## src/rtl/decode_queue.sv

```systemverilog
`default_nettype none
// ---------------------------------------------------------------------------
// decode_queue : first-word-fall-through entry queue between IF and EXE,
//                with single-cycle flush and count-based full/empty.
// Revision     : 1.0
// ---------------------------------------------------------------------------
module decode_queue #(
   parameter  int DEPTH   = 4,
   parameter  int DATA_WD = 64,
   localparam int PTR_WD  = $clog2(DEPTH)
) (
   input  logic               clk,
   input  logic               resetn,
   input  logic               in_valid,
   input  logic [DATA_WD-1:0] in_bus,
   output logic               in_allow,
   input  logic               ready_go,
   input  logic               out_allow,
   output logic               out_valid,
   output logic [DATA_WD-1:0] out_bus,
   input  logic               flush,
   output logic [PTR_WD:0]    count,
   output logic               full,
   output logic               empty
);

   localparam logic [PTR_WD:0]   CNT_FULL = (PTR_WD+1)'(DEPTH);
   localparam logic [PTR_WD:0]   CNT_ONE  = (PTR_WD+1)'(1);
   localparam logic [PTR_WD-1:0] PTR_ONE  = PTR_WD'(1);

   logic [DATA_WD-1:0] mem_q [DEPTH];
   logic [PTR_WD-1:0]  wr_ptr_q, wr_ptr_d;
   logic [PTR_WD-1:0]  rd_ptr_q, rd_ptr_d;
   logic [PTR_WD:0]    count_q,  count_d;
   logic               push;
   logic               pop;

   assign full      = (count_q == CNT_FULL);
   assign empty     = (count_q == '0);
   assign count     = count_q;

   // Handshakes deliberately ignore flush; the redirect is gated downstream.
   assign out_valid = ~empty & ready_go;
   assign pop       = out_valid & out_allow;
   assign in_allow  = ~full | pop;
   assign push      = in_valid & in_allow;
   assign out_bus   = mem_q[rd_ptr_q];

   always_comb begin
      wr_ptr_d = wr_ptr_q;
      rd_ptr_d = rd_ptr_q;
      count_d  = count_q;
      if (flush) begin
         wr_ptr_d = '0;
         rd_ptr_d = '0;
         count_d  = '0;
      end else begin
         if (push) begin
            wr_ptr_d = wr_ptr_q + PTR_ONE;
         end
         if (pop) begin
            rd_ptr_d = rd_ptr_q + PTR_ONE;
         end
         if (push && !pop) begin
            count_d = count_q + CNT_ONE;
         end else if (pop && !push) begin
            count_d = count_q - CNT_ONE;
         end
      end
   end

   always_ff @(posedge clk or negedge resetn) begin
      if (!resetn) begin
         wr_ptr_q <= '0;
         rd_ptr_q <= '0;
         count_q  <= '0;
      end else begin
         wr_ptr_q <= wr_ptr_d;
         rd_ptr_q <= rd_ptr_d;
         count_q  <= count_d;
      end
   end

   // Storage carries no reset; stale contents are never presented as valid.
   always_ff @(posedge clk) begin
      if (push && !flush) begin
         mem_q[wr_ptr_q] <= in_bus;
      end
   end

endmodule
`default_nettype wire

```

## config.mk

```make
export PLATFORM = sky130hd
export DESIGN_NAME = decode_queue
export DESIGN_NICKNAME = d
export VERILOG_FILES = /design/src/rtl/decode_queue.sv
export SDC_FILE = /design/constraint.sdc
export NUM_CORES = 1
export LEC_CHECK = 0
export CAP_MARGIN = 20
export CORE_UTILIZATION = 60
export CTS_CLUSTER_DIAMETER = 150
export DETAILED_ROUTE_END_ITERATION = 6
export DONT_BUFFER_PORTS = 1
export GPL_TIMING_DRIVEN = 1
export PLACE_DENSITY = 0.76
export SLEW_MARGIN = 20
export SYNTH_ARGS = -nofsm -noshare
export SYNTH_HDL_FRONTEND = slang
export SYNTH_SLANG_ARGS = --single-unit
```

## constraint.sdc

```tcl
create_clock -name clk -period 16.96 [get_ports clk]
set_clock_uncertainty 0.05 [all_clocks]
set_input_delay 0 -clock clk [delete_from_list [all_inputs] [get_ports clk]]
set_output_delay 0 -clock clk [all_outputs]
set_load 0.01 [all_outputs]
```

==> metrics <==
status completed; Core ar. 15900 µm²; crit path from count[2]; setup ws final 14.06 ns; area leader, netlist edfxtp_1; # Post-CTS Setup Buffers 0; CP Max Fanout 56; Synth area leaders edfxtp_1 (78%), mux4_2 (15%), dfrtp_1 (1.8%), buf_2 (0.51%), ha_1 (0.51%); Avg Cell Area, Syn 24.2 µm²; clock share of power 0.399; Slew Limit Fails 0; WL/cell 23.8 µm; fill cell count 890; Worst-path clk slew 0.06 ns; # nets final 572; Fin Setup TNS 0 ns; sw frac 0.213; crit path launch type flip-flop; Die X 130 µm; VDD IR max 0.0966 mV; Fin. Hold Viols 0; Antenna Nets Post-Route 0; Slew @ Worst Pin 0.953 ns; ys flop type edfxtp_1; CP Data Arrival Time 2.98 ns; Antenna diodes 0; Synth top area share 0.779; CTS tree yes; Worst setup EP type flip-flop; Sw Pwr 328 µW; fin crit share 0.171; Gate power share 0.100; io pins 141; Tmin final 2.90 ns; Final Non-Filler Cells 732; Final setup viols 0; Cells after Synth 407; Yosys Warn Count 0; area delta synth->final 19.5%; Post-synth EDFFs 256; DRT Pass-1 Iters 4; Post-Route WL 17400 µm; sequential area share after synthesis 0.797; Min-Delay Path Class in2reg; Util after Layout 0.740; post-cts gate resize count 0; Flop pwr share 0.500; Pint 1.21 mW; dpl hpwl 9820 µm; Die Area 17000 µm²; clk_lat worst skew 0.50 ns; IO buf count 0; H-tree depth 1; Rows 46; ys async rst share 0.0266; Max Fclk 0.345 GHz; root buf cell clkbuf_16; CP max stage delay 0.73 ns; total global-route track usage 0.210; Synth cell types 44; Pwr Density 131 nW/µm²; total power 1.54 mW; vias per cell 5.97; Initial Util 0.619; layout cell share with drive strength beyond 1 0.238; vias in the first global route 4649; Critical-path top delay cell buf_4; clock buffer depth 3; initial antenna violation count 0; Syn Nets 482; Leak 3.73 nW; CP required 17.04 ns; DRC 0; Worst Path Class, Setup reg2reg; gpl congestion 0.810; first-pass GRT wire length 26000 µm; mapped cell area 9870 µm²; max cap viols 0; CTS Buf Count 26; total grt overflow 0; largest net degree at the start of global routing 67; cell-by-cell trace of the critical path nor3b_4, a21bo_2, nor3b_2, buf_4; worst r2r src count[2]; RSZ-0062 raised after global routing no; Iter 0 DRT Violations 350; Placed Cells 610; flops & latches, synth 263; Die Y 130 µm; worst slack at placement 14.04 ns; Max-slew headroom 0.359; hold path startpoint in_valid; via count 4373; CTS sink count 263
==> layout by cell type, fill, tap and decap left out, types with 3 or more instances in the layout <==
cell / n
inv_1: 5
nand2b_1: 3
clkbuf_1: 4
ha_1: 4
dlygate4sd3_1: 75
edfxtp_1: 256
nor3b_2: 3
clkinv_1: 3
nor2_1: 4
nand2_1: 3
buf_4: 8
mux4_2: 64
bufinv_16: 7
dfrtp_1: 5
clkinv_2: 5
a21oi_1: 4
clkbuf_16: 27
==> cell type report <==
cell class | count | area [µm²] | share of cell area
tap | 216 | 270 | 0.0229
clock inverter | 16 | 254 | 0.0215
inverter | 6 | 22.5 | 0.00191
timing repair buffer | 83 | 811 | 0.0688
clock buffer | 31 | 691 | 0.0586
sequential | 263 | 7870 | 0.667
multi-input combinational | 117 | 1870 | 0.159
==> through the flow <==
| step | hold slack (ns) | cell area (µm²) |
|---|---|---|
| floorplan | -0.346 | 9870 |
| global placement | -0.345 | 10100 |
| detailed placement | -0.345 | 10100 |
| CTS | 0.0124 | 11800 |
| global route | 0.0286 | 11800 |
| finish | 0.0227 | 11800 |
==> repair_timing <==
item	in CTS	in global routing
hold buffers	75	0
endpoints found under the hold margin	359	0
setup endpoints to repair	0	0
==> power groups by stage <==
stage	logic (mW)	clock network, mW	registers, mW
floorplan	0.123	0	0.773
detailed placement	0.130	0	0.787
global route	0.165	0.650	0.776
finish	0.155	0.616	0.772
CTS	0.154	0.625	0.773
global placement	0.127	0	0.784
==> flip-flops by register name, indices dropped and copies added, names as in the netlist <==
register	count
rd_ptr_q	2
count	3
mem_q	256
wr_ptr_q	2
==> cells in the mapped netlist, types with 2 or more instances <==
library cell    n
or3_1           2
buf_2          10
nand2b_1        3
nor2_1          4
clkbuf_1        4
clkbuf_2        2
nand2_1         3
ha_1            4
dfrtp_1         7
o21ai_0         2
a21o_1          2
a21bo_2         2
nor3b_1         4
mux4_2         64
edfxtp_1      256
inv_1           5
buf_6           3
a21oi_1         4
==> metal layers <==
layer / GRT usage / routed length, µm / vias to the layer above
met4: 0.0527 / 283 / 0
met3: 0.0447 / 1080 / 27
li1: - / - / 1909
met5: 0 / 0 / -
met1: 0.270 / 6750 / 2268
met2: 0.370 / 9300 / 169
==> final timing paths <==
path	end	slack, ns	cells past startpoint
setup / recovery	mem_q[0][3]	14.06	4
hold reg to reg	wr_ptr_q[1]	0.59	2
hold / removal	mem_q[3][11]	0.02	2
min in group asynchronous	count[1]	0.35	2
max in group asynchronous	rd_ptr_q[1]	16.19	2
setup reg to reg	mem_q[0][3]	14.06	4
==> logic make-up (layout without fill, tap and decap cells) <==
| family | Yosys count | count (layout) | synth area share |
|---|---|---|---|
| flops | 263 | 263 | 0.797 |
| mux | 66 | 66 | 0.148 |
| buf+inv | 27 | 136 | 0.0161 |
| simple gates | 25 | 25 | 0.0161 |
| compound gates | 20 | 20 | 0.0148 |
| fa+ha+maj | 5 | 5 | 0.00710 |
| xor+xnor | 1 | 1 | 0.000888 |
==> worst max-delay path, delay by kind of cell, from the launching register on <==
| kind | cells | cell delay (ns) |
|---|---|---|
| simple gates | 2 | 0.88 |
| buf+inv | 1 | 0.73 |
| flops | 1 | 0.49 |
| compound gates | 1 | 0.27 |
Power figures use the tool's default switching activity.
